--- src/rtl/pmod_bit_tx.sv ---
// -----------------------------------------------------------------------------
// pmod_bit_tx
// Serial bit-stream transmitter for one PMOD pin. It takes a parallel word over
// a valid/ready handshake and shifts it out MSB first. Each bit is held for
// DIV = CLK_FREQ/BIT_RATE clock cycles. After the frame the pin returns to the
// idle level 0, which matches the receiver's pulldown default.
//
// Optional feature macro: PMOD_BIT_TX_FRAMING_EN
//   When defined, each frame is a start bit (1), then WIDTH data bits, then a
//   stop bit (0). When undefined, only the raw WIDTH data bits are sent.
//
// Parameters:
//   CLK_FREQ : input clock frequency in Hz
//   BIT_RATE : bits per second on pmod_out
//   WIDTH    : data word width (>= 1)
//
// Ports:
//   clk_in   : sole clock, rising edge
//   rst_n    : synchronous reset, active low
//   tx_data  : word to send, sampled on accept
//   tx_valid : tx_data is valid
//   tx_ready : block can accept a word this cycle (registered)
//   pmod_out : serial line, idle 0 (registered)
//   busy     : frame in progress (registered)
//   tx_done  : one-cycle pulse when a frame completes (registered)
// -----------------------------------------------------------------------------
module pmod_bit_tx #(
   parameter int CLK_FREQ = 12_000_000,
   parameter int BIT_RATE = 1,
   parameter int WIDTH    = 8
) (
   input  logic             clk_in,
   input  logic             rst_n,
   input  logic [WIDTH-1:0] tx_data,
   input  logic             tx_valid,
   output logic             tx_ready,
   output logic             pmod_out,
   output logic             busy,
   output logic             tx_done
);

   localparam int DIV = CLK_FREQ / BIT_RATE;
`ifdef PMOD_BIT_TX_FRAMING_EN
   localparam int NBITS = WIDTH + 2;
`else
   localparam int NBITS = WIDTH;
`endif
   localparam int DIV_W = (DIV > 1) ? $clog2(DIV) : 1;
   localparam int BIT_W = (NBITS > 1) ? $clog2(NBITS) : 1;

   // Refuse to elaborate with a bit period shorter than one clock or an
   // empty data word.
   generate
      if (DIV < 1) begin : g_bad_div
         $error("pmod_bit_tx: CLK_FREQ/BIT_RATE must be at least 1");
      end
      if (WIDTH < 1) begin : g_bad_width
         $error("pmod_bit_tx: WIDTH must be at least 1");
      end
   endgenerate

   typedef enum logic {
      IDLE = 1'b0,
      SEND = 1'b1
   } state_t;

   state_t           state, state_n;
   logic [NBITS-1:0] shreg, shreg_n;
   logic [DIV_W-1:0] div_cnt, div_cnt_n;
   logic [BIT_W-1:0] bit_cnt, bit_cnt_n;
   logic             tx_ready_n, pmod_out_n, busy_n, tx_done_n;
   logic [NBITS-1:0] frame;

   // Frame as it will appear on the line, first bit in the MSB position.
   // The start bit guarantees a visible rising edge even for an all-zero word.
   always_comb begin
`ifdef PMOD_BIT_TX_FRAMING_EN
      frame = {1'b1, tx_data, 1'b0};
`else
      frame = tx_data;
`endif
   end

   // State and output registers. Every output is a flop, so there is no
   // combinational path from the inputs to the pin or the status signals.
   always_ff @(posedge clk_in) begin
      if (!rst_n) begin
         state    <= IDLE;
         shreg    <= '0;
         div_cnt  <= '0;
         bit_cnt  <= '0;
         tx_ready <= 1'b0;
         pmod_out <= 1'b0;
         busy     <= 1'b0;
         tx_done  <= 1'b0;
      end else begin
         state    <= state_n;
         shreg    <= shreg_n;
         div_cnt  <= div_cnt_n;
         bit_cnt  <= bit_cnt_n;
         tx_ready <= tx_ready_n;
         pmod_out <= pmod_out_n;
         busy     <= busy_n;
         tx_done  <= tx_done_n;
      end
   end

   // Next-state logic. The output values are computed one cycle ahead, so the
   // registered outputs change on the same edge as the state.
   always_comb begin
      state_n    = state;
      shreg_n    = shreg;
      div_cnt_n  = div_cnt;
      bit_cnt_n  = bit_cnt;
      tx_ready_n = tx_ready;
      pmod_out_n = pmod_out;
      busy_n     = busy;
      tx_done_n  = 1'b0;

      case (state)
         IDLE: begin
            tx_ready_n = 1'b1;
            pmod_out_n = 1'b0;
            busy_n     = 1'b0;
            // Accept requires the registered ready, so the first edge after
            // reset only raises tx_ready and never takes a word.
            if (tx_valid && tx_ready) begin
               state_n    = SEND;
               shreg_n    = frame;
               div_cnt_n  = '0;
               bit_cnt_n  = '0;
               tx_ready_n = 1'b0;
               busy_n     = 1'b1;
               pmod_out_n = frame[NBITS-1];
            end
         end
         SEND: begin
            tx_ready_n = 1'b0;
            busy_n     = 1'b1;
            if (div_cnt == DIV_W'(DIV - 1)) begin
               div_cnt_n = '0;
               if (bit_cnt == BIT_W'(NBITS - 1)) begin
                  state_n    = IDLE;
                  bit_cnt_n  = '0;
                  pmod_out_n = 1'b0;
                  tx_ready_n = 1'b1;
                  busy_n     = 1'b0;
                  tx_done_n  = 1'b1;
               end else begin
                  bit_cnt_n  = bit_cnt + BIT_W'(1);
                  shreg_n    = shreg << 1;
                  pmod_out_n = shreg_n[NBITS-1];
               end
            end else begin
               div_cnt_n = div_cnt + DIV_W'(1);
            end
         end
         default: begin
            state_n = IDLE;
         end
      endcase
   end

endmodule

--- config.mk ---
export PLATFORM = sky130hd
export DESIGN_NAME = pmod_bit_tx
export DESIGN_NICKNAME = d
export VERILOG_FILES = /design/src/rtl/pmod_bit_tx.sv
export SDC_FILE = /design/constraint.sdc
export NUM_CORES = 1
export LEC_CHECK = 0
export CORE_MARGIN = 8
export CORE_UTILIZATION = 61
export CTS_CLUSTER_SIZE = 8
export DETAILED_ROUTE_END_ITERATION = 7
export PLACE_DENSITY_LB_ADDON = 0.1
export SYNTH_ARGS = -nofsm -noshare
export SYNTH_HDL_FRONTEND = slang
export SYNTH_SLANG_ARGS = --single-unit
--- constraint.sdc ---
create_clock -name clk_in -period 6.4 [get_ports clk_in]
set_clock_uncertainty 0.05 [all_clocks]
set_input_delay 1.28 -clock clk_in [delete_from_list [all_inputs] [get_ports clk_in]]
set_output_delay 1.28 -clock clk_in [all_outputs]
set_load 0.03 [all_outputs]
# == After elaboration in Yosys (flattened, before gate mapping) ==
# Index checks and enable logic that the tools add are counted.
# classes
n_addsub,2
n_eq_ne,5
n_mux,23
n_bitwise,1
reduce_logical,4
# op_table
cell,count
$mux W24,2
$pmux W24 S2,1
$add A24 B1 Y24 const B,1
$eq A24 B24 Y1 const B,1
$mux W7,3
$pmux W7 S2,1
$mux W1,9
$mux W3,3
$pmux W1 S2,3
$pmux W3 S2,1
$ne A2 B2 Y1 const B,2
$reduce_and A2 Y1,2
$add A3 B1 Y3 const B,1
$eq A3 B3 Y1 const B,1
$reduce_and A3 Y1,1
$ne A2 B1 Y1 const B,1
$logic_and A1 B1 Y1,1
$not A1 Y1,1
# totals
reg_bits,38
in_bits,11
out_inout_bits,4
elab_cells,42

# == Logic depth before layout (Yosys ltp) ==
# Gate-level depths: netlist of run 1.
# depth
ltp_word,4
mapped_depth,8

# == Least setup slack after synthesis of run 1 ==
# OpenSTA, ideal clock, no wires.
# synth_path
kind,input -> register
start,in tx_valid
end,reg div_cnt[16]
setup_ns,0.076
arrival_ns,2.312
required_time_ns,6.274
setup_slack_ns,3.963
stages,5
path_buffers,1
cell_sequence,a21oi_1 > and2_1 > clkbuf_1 > a21oi_1 > a21boi_0
# synth_between
elab_chain_len,2
# synth_lines
element,line,text
start: declaration,35,"input logic tx_valid,"
$logic_and A1 B1 Y1,127,if (tx_valid && tx_ready) begin
$ne A2 B2 Y1 (no line),-,
end signal: assignment,99,div_cnt <= div_cnt_n;
end: declaration,69,"logic [DIV_W-1:0] div_cnt, div_cnt_n;"
# Every way passes these cells.
# A chain may end at the register's enable or synchronous reset.

==> metrics.md, run 1 <==
| Metric | Value |
|---|---|
| Critical path's slowest cell | `clkdlybuf4s50_1` |
| Initial Util | `0.641` |
| Yosys Warn Count | `0` |
| Crit path to | `div_cnt[14]` |
| Reg2reg start | `div_cnt[22]` |
| Max-capacitance violation count | `0` |
| CTS Root Cell | `clkbuf_4` |
| Initial antenna violation count | `0` |
| Seq pwr share | `0.610` |
| Hold slack | `425 ps` |
| Clk sink count | `38` |
| Slew Viols, Final | `0` |
| DR pass1 iterations | `4` |
| CTS resizes | `0` |
| Top-count cell post-synth | `dfxtp_1` |
| Post-Syn Area | `0.00196 sq mm` |
| Hold-fix buffers at CTS | `0` |
| Top Ports | `15` |
| Setup tns final | `0 ps` |
| Max clock buf depth | `2` |
| CP startpoint kind | `primary input` |
| Grt ovf | `0` |
| Critical Path Stages | `6` |
| CP top delay family | `buffers and inverters` |
| P_sw | `103 uW` |
| ANT cells | `0` |
| RSZ-0062 raised after global routing | `false` |
| FILL cells | `257` |
| CTS tree | `yes` |
| Leading cell types by count after synthesis | `38 x dfxtp_1, 28 x nand2_1, 19 x o21ai_0, 18 x a21oi_1, 14 x nand3_1` |
| DP Wirelength | `2910 microns` |
| Synth Instances | `237` |
| Core area | `around 0.0031 sq mm` |
| Gate power share | `0.114` |
| Worst path bufs/invs | `2` |
| Post-CTS Setup Bufs | `0` |
| Num rows | `20` |
| Worst EP required | `6580 ps` |
| Min Tclk post-route | `2980 ps` |
| H-tree levels | `2` |
| Final hold violations | `0` |
| Via Count | `1778` |
| Syn nets | `251` |
| Final Cell Area | `about 0.0022 sq mm` |
| Post-route ant nets | `0` |
| Top-area cell type share of the netlist area | `0.389` |
| Max Clock Freq | `335 MHz` |
| Post-synth EDFFs | `0` |
| Via/cell ratio | `6.05` |
| Slew HR | `0.562` |
| Layout cells sized above 1 | `0.0720` |
| Worst-Margin Slew | `between 600 and 700 ps` |
| Layout net count | `about 260` |
| Setup slack, reg-to-reg | `3980 ps` |
| Crit path largest cell delay | `750 ps` |
| Final Routed Wirelength | `~4000 microns` |
| Main area contributors after synthesis | `dfxtp_1 39%, nand2_1 5.4%, o21ai_0 4.9%` |
| Residual DRC | `0` |
| Die Span Y | `72.6 microns` |
| First-pass GRT wire length | `6960 microns` |
| Routed len/inst | `13.6 microns` |
| Die W | `72.6 microns` |
| Unique cell type count in the Yosys netlist | `between 40 and 50` |
| Num CTS Buffers | `5` |
| Total GRT Usage | `0.162` |
| DIE AREA | `0.00528 sq mm` |
| Number of DRC markers in iteration 0 | `139` |
| Switching part of the total power | `0.252` |
| Gp weighted congestion | `0.870` |
| Tcrit/Tclk final | `0.466` |
| Worst EP arrival | `3170 ps` |
| IO Port Bufs | `14` |
| Register area share after synthesis | `0.389` |
| Worst R2R End | `div_cnt[14]` |
| Avg Cell Area, Syn | `8.26 sq um` |
| Area Growth Syn to Fin | `10.7%` |
| Crit Path Max Fanout | `25` |
| Hold depth | `2` |
| Internal power | `306 uW` |
| Ys flop type | `dfxtp_1` |
| Leak pwr | `0.764 nW` |
| Worst-path clk slew | `roughly 110 ps` |
| DP Area | `between 0.002 and 0.0025 sq mm` |
| Reg2reg path depth | `5` |
| Worst-Skew Late Latency | `330 ps` |
| Worst VDD drop | `139 uV` |
| Largest net degree at the start of global routing | `26` |
| Tot Pwr | `409 uW` |
| Cell Chain, Critical Path | `clkdlybuf4s50_1 > and2_1 > a21boi_1 > buf_4 > a21o_1 > mux2_2` |
| Outcome | `complete, no violations` |
| Final setup fails | `0` |
| Synth Register Bits | `38` |
| CP endpoint kind | `flip-flop` |
| Crit path from | `rst_n` |
| Post-synth ARST share | `0` |
| Multi-input logic area | `0.00114 sq mm` |
| Worst min path class | `flip-flop to flip-flop` |
| Clock power frac | `0.275` |
| Via count of the first global-routing pass | `1625` |
| Finished Core Util | `0.709` |
| Setup Crit Path Kind | `primary input to flip-flop` |
| Cell taking the most area after synthesis | `dfxtp_1` |
| Storage cell area | `761 sq um` |
| PwrDens | `roughly 190 mW/mm^2` |
kinds of logic (layout without fill, tap and decap cells):
| kind of cell | after synthesis | in the layout | synth area share |
|---|---|---|---|
| adder cells (fa/ha/maj) | 3 | 3 | 0.0192 |
| XOR/XNOR | 3 | 3 | 0.0134 |
| flip-flops | 38 | 38 | 0.389 |
| buffers and inverters | 14 | 27 | 0.0294 |
| multiplexers | 3 | 3 | 0.0166 |
| AO/OA/AOI/OAI | 77 | 77 | 0.250 |
| AND/OR/NAND/NOR | 99 | 99 | 0.283 |
cells in the final DEF, fill, tap and decap left out, drive strengths merged, types with 9 or more instances in the layout:
cell type	Yosys	routed
nand2	28	28
a21oi	18	18
o21ai	20	20
nand3	14	14
a31oi	12	12
clkdlybuf4s50	0	14
dfxtp	38	38
nor2	11	11
nand4	9	9
worst register-to-register path, cell delays in order (launching register included):
cell	delay (ps)
dfxtp_1	360
or4b_4	550
or4_4	560
o21ai_2	450
nor2_1	100
mux2_2	260
final cells by class:
type	count	share of cell area
multi-input combinational	185	0.526
timing repair buffer	15	0.0682
sequential	38	0.351
clock buffer	7	0.0208
tap	44	0.0254
inverter	5	0.00867
sequential cells by signal, summed over array words and instances, names as in the netlist:
| register | count |
|---|---|
| div_cnt | 24 |
| tx_ready | 1 |
| shreg | 7 |
| tx_done | 1 |
| state | 1 |
| bit_cnt | 3 |
| pmod_out | 1 |
metal layers:
metal | track usage | wire length (microns) | up-vias
li1 | - | - | 915
met1 | 0.195 | 1940 | 822
met2 | 0.271 | 1910 | 34
met3 | 0.0316 | 114 | 7
met4 | 0.0689 | 55 | 0
met5 | 0 | 0 | -
through the flow:
step / std cells / setup slack [ps]
final: 294 / 3420
after global routing: 294 / 3270
after CTS: 294 / 3410
after detailed placement: 287 / 3080
after global placement: 287 / 3100
after floorplan: 237 / 3960
how the worst min path moves through the flow:
| stage | slack (ps) | to | start |
|---|---|---|---|
| 2_1_floorplan | 380 | div_cnt[23] | div_cnt[23] |
| 4_1_cts | 430 | shreg[1] | shreg[1] |
| 6_report | 430 | bit_cnt[2] | bit_cnt[2] |
| 3_3_place_gp | 390 | div_cnt[23] | div_cnt[23] |
| 5_1_grt | 440 | shreg[4] | shreg[4] |
| 3_5_place_dp | 410 | shreg[1] | shreg[1] |
power by group through the flow:
stage | sequential [mW] | clock [mW] | combinational [mW]
final | 0.250 | 0.112 | 0.0467
after detailed placement | 0.255 | 0 | 0.0468
after floorplan | 0.256 | 0 | 0.0292
after global placement | 0.255 | 0 | 0.0461
after global routing | 0.251 | 0.125 | 0.0521
after CTS | 0.249 | 0.115 | 0.0470
(Power assumes the default switching activity.)
==> run 2: changes to the inputs <==
--- a/config.mk
+++ b/config.mk
@@ -6,7 +6,7 @@
 export NUM_CORES = 1
 export LEC_CHECK = 0
 export CORE_MARGIN = 8
-export CORE_UTILIZATION = 61
+export CORE_UTILIZATION = 52
 export CTS_CLUSTER_SIZE = 8
 export DETAILED_ROUTE_END_ITERATION = 7
 export PLACE_DENSITY_LB_ADDON = 0.1
==> constraint.sdc (replaced) <==
create_clock -name clk_in -period 2.5 [get_ports clk_in]
set_clock_uncertainty 0.05 [all_clocks]
set_input_delay 0.5 -clock clk_in [delete_from_list [all_inputs] [get_ports clk_in]]
set_output_delay 0.5 -clock clk_in [all_outputs]
set_load 0.03 [all_outputs]
==> metrics.md, run 2 (same netlist as run 1, synthesis figures left out) <==
| Metric | Value |
|---|---|
| Max clock buf depth | `2 (unchanged)` |
| Cell Chain, Critical Path | `or4b_4 > or4_4 > o21ai_2 > buf_4 > o31a_1 > a31oi_1` |
| PwrDens | `555 mW/mm^2 (+190%)` |
| Worst min path class | `flip-flop to flip-flop` |
| CTS Root Cell | `clkbuf_8` |
| CP endpoint kind | `flip-flop` |
| Gate power share | `0.106 (-0.008)` |
| FILL cells | `358 (+39%)` |
| Worst EP arrival | `2440 ps (-730 ps)` |
| Final setup fails | `0 (unchanged)` |
| Max-capacitance violation count | `0 (unchanged)` |
| Worst EP required | `2610 ps (-3970 ps)` |
| ANT cells | `0 (unchanged)` |
| Hold-fix buffers at CTS | `0 (unchanged)` |
| Core area | `0.00363 sq mm (+19%)` |
| Non-Filler Instances | `310 (+5.4%)` |
| CTS tree | `yes` |
| DP Wirelength | `3300 microns (+13%)` |
| Via count of the first global-routing pass | `1818 (+12%)` |
| Internal power | `980 uW (+220%)` |
| Largest Register | `div_cnt` |
| Commonest non-fill, non-tap cell in the layout | `dfxtp_1` |
| Grt ovf | `0 (unchanged)` |
| CTS resizes | `0 (unchanged)` |
| H-tree levels | `2 (unchanged)` |
| Leak pwr | `0.854 nW (+12%)` |
| Post-route ant nets | `0 (unchanged)` |
| Initial antenna violation count | `0 (unchanged)` |
| Area Growth Syn to Fin | `19.1%` |
| Setup slack, reg-to-reg | `170 ps (-3810 ps)` |
| Hold depth | `2 (unchanged)` |
| Reg2reg path depth | `6 (+1)` |
| IO Port Bufs | `14 (unchanged)` |
| Die W | `77.3 microns (+6.5%)` |
| CP top delay family | `simple AND/OR/NAND/NOR gates` |
| Worst path bufs/invs | `1 (-1)` |
| Seq pwr share | `0.493 (-0.117)` |
| Top Ports | `15 (unchanged)` |
| Placed instance count | `302 (+5.2%)` |
| Worst hold start | `bit_cnt[2]` |
| Layout net count | `275 (+4.2%)` |
| RSZ-0062 raised after global routing | `false` |
| Worst-Margin Slew | `452 ps (-205 ps)` |
| Clock power frac | `0.402 (+0.127)` |
| Storage cell area | `761 sq um (unchanged)` |
| Post-CTS Setup Bufs | `0 (unchanged)` |
| Critical path's slowest cell | `or4_4` |
| P_sw | `313 uW (+200%)` |
| Reg2reg start | `div_cnt[14]` |
| Number of DRC markers in iteration 0 | `208 (+50%)` |
| Clk sink count | `38 (unchanged)` |
| Slew HR | `0.695 (+0.133)` |
| CP startpoint kind | `flip-flop` |
| Num CTS Buffers | `5 (unchanged)` |
| Outcome | `complete, no violations` |
| Multi-input logic area | `0.00114 sq mm (unchanged)` |
| Num rows | `22 (+10%)` |
| Layout cells sized above 1 | `0.122 (+0.0501)` |
| Slew Viols, Final | `0 (unchanged)` |
| Largest net degree at the start of global routing | `26 (unchanged)` |
| Worst R2R End | `div_cnt[22]` |
| Die Span Y | `77.3 microns (+6.5%)` |
| Final Routed Wirelength | `4620 microns (+15%)` |
| Most frequent cells in the layout | `38 x dfxtp_1, 28 x nand2_1, 19 x o21ai_0` |
| Routed len/inst | `14.9 microns (+9.2%)` |
| Final hold violations | `0 (unchanged)` |
| Crit path largest cell delay | `560 ps (-190 ps)` |
| Top flop regs | `div_cnt: 24 flops, shreg: 7 flops, bit_cnt: 3 flops` |
| Worst-Skew Late Latency | `290 ps (-40 ps)` |
| DR pass1 iterations | `4 (unchanged)` |
| Setup tns final | `0 ps (unchanged)` |
| Worst VDD drop | `460 uV (+230%)` |
| Crit Path Max Fanout | `6 (-76%)` |
| Via/cell ratio | `5.97 (-1.3%)` |
| Max reg flops | `24 (unchanged)` |
| Max Clock Freq | `429 MHz` |
| Worst Hold Path EP | `bit_cnt[2]` |
| Switching part of the total power | `0.242 (-0.00970)` |
| Setup Crit Path Kind | `flip-flop to flip-flop` |
| Worst-path clk slew | `80 ps (-30 ps)` |
| Gp weighted congestion | `0.855 (-1.6%)` |
| Total GRT Usage | `0.164 (+0.00228)` |
| Via Count | `1851 (+4.1%)` |
| Initial Util | `0.539 (-0.102)` |
| DIE AREA | `0.00598 sq mm (+13%)` |
| First-pass GRT wire length | `8260 microns (+19%)` |
| Min Tclk post-route | `about 2300 ps` |
| Finished Core Util | `0.641 (-0.0682)` |
| Tcrit/Tclk final | `0.931` |
| Residual DRC | `0 (unchanged)` |
==> run 2: cell types whose count changed in the layout (fill, tap and decap cells not counted), sizes merged <==
cell    change
buf        +11
bufinv      +1
clkinv      +2
clkbuf      -2
==> run 2: power groups by stage <==
stage / clock network [mW] / registers [mW] / logic, mW
floorplan: 0 / 0.655 / 0.0747
finish: 0.519 / 0.637 / 0.137
global placement: 0 / 0.651 / 0.134
detailed placement: 0 / 0.651 / 0.137
global route: 0.555 / 0.640 / 0.152
CTS: 0.526 / 0.637 / 0.138
==> run 2: worst max path at each step <==
stage	from	end	slack (ps)	depth (start not counted)
detailed placement	div_cnt[14]	div_cnt[16]	200	6
global route	div_cnt[14]	div_cnt[14]	70	6
floorplan	div_cnt[14]	div_cnt[14]	330	6
finish	div_cnt[14]	div_cnt[22]	170	6
CTS	div_cnt[14]	div_cnt[16]	180	6
global placement	div_cnt[14]	div_cnt[15]	240	6
==> run 2: layer usage <==
layer | vias to the layer above | global-route usage | share of wire
met1 | 872 | 0.192 | 0.47
met2 | 37 | 0.281 | 0.48
met5 | - | 0 | 0
met4 | 0 | 0.0604 | 0.013
met3 | 6 | 0.0426 | 0.040
li1 | 936 | - | -
==> run 2: tightest hold or removal path, stage by stage, from the launching register on <==
cell and delay [ps]:
dfxtp_1 320, nand2_1 50, o21ai_0 60
==> run 2: layout make-up <==
cell class,instances,area share
clock inverters,3,0.0172
repair buffers,26,0.104
clock buffers,5,0.0295
multi-input cells,185,0.489
flip-flops and latches,38,0.327
well taps,48,0.0258
inverters,5,0.00806
==> run 2: per-stage QoR <==
stage	hold slack (ps)	worst slack (ps)	cell area [sq um]	power [mW]
floorplan	381	333	1960	0.730
global placement	398	245	2220	0.784
detailed placement	403	204	2220	0.788
CTS	417	181	2330	1.30
global route	443	66.8	2330	1.35
finish	416	172	2330	1.29
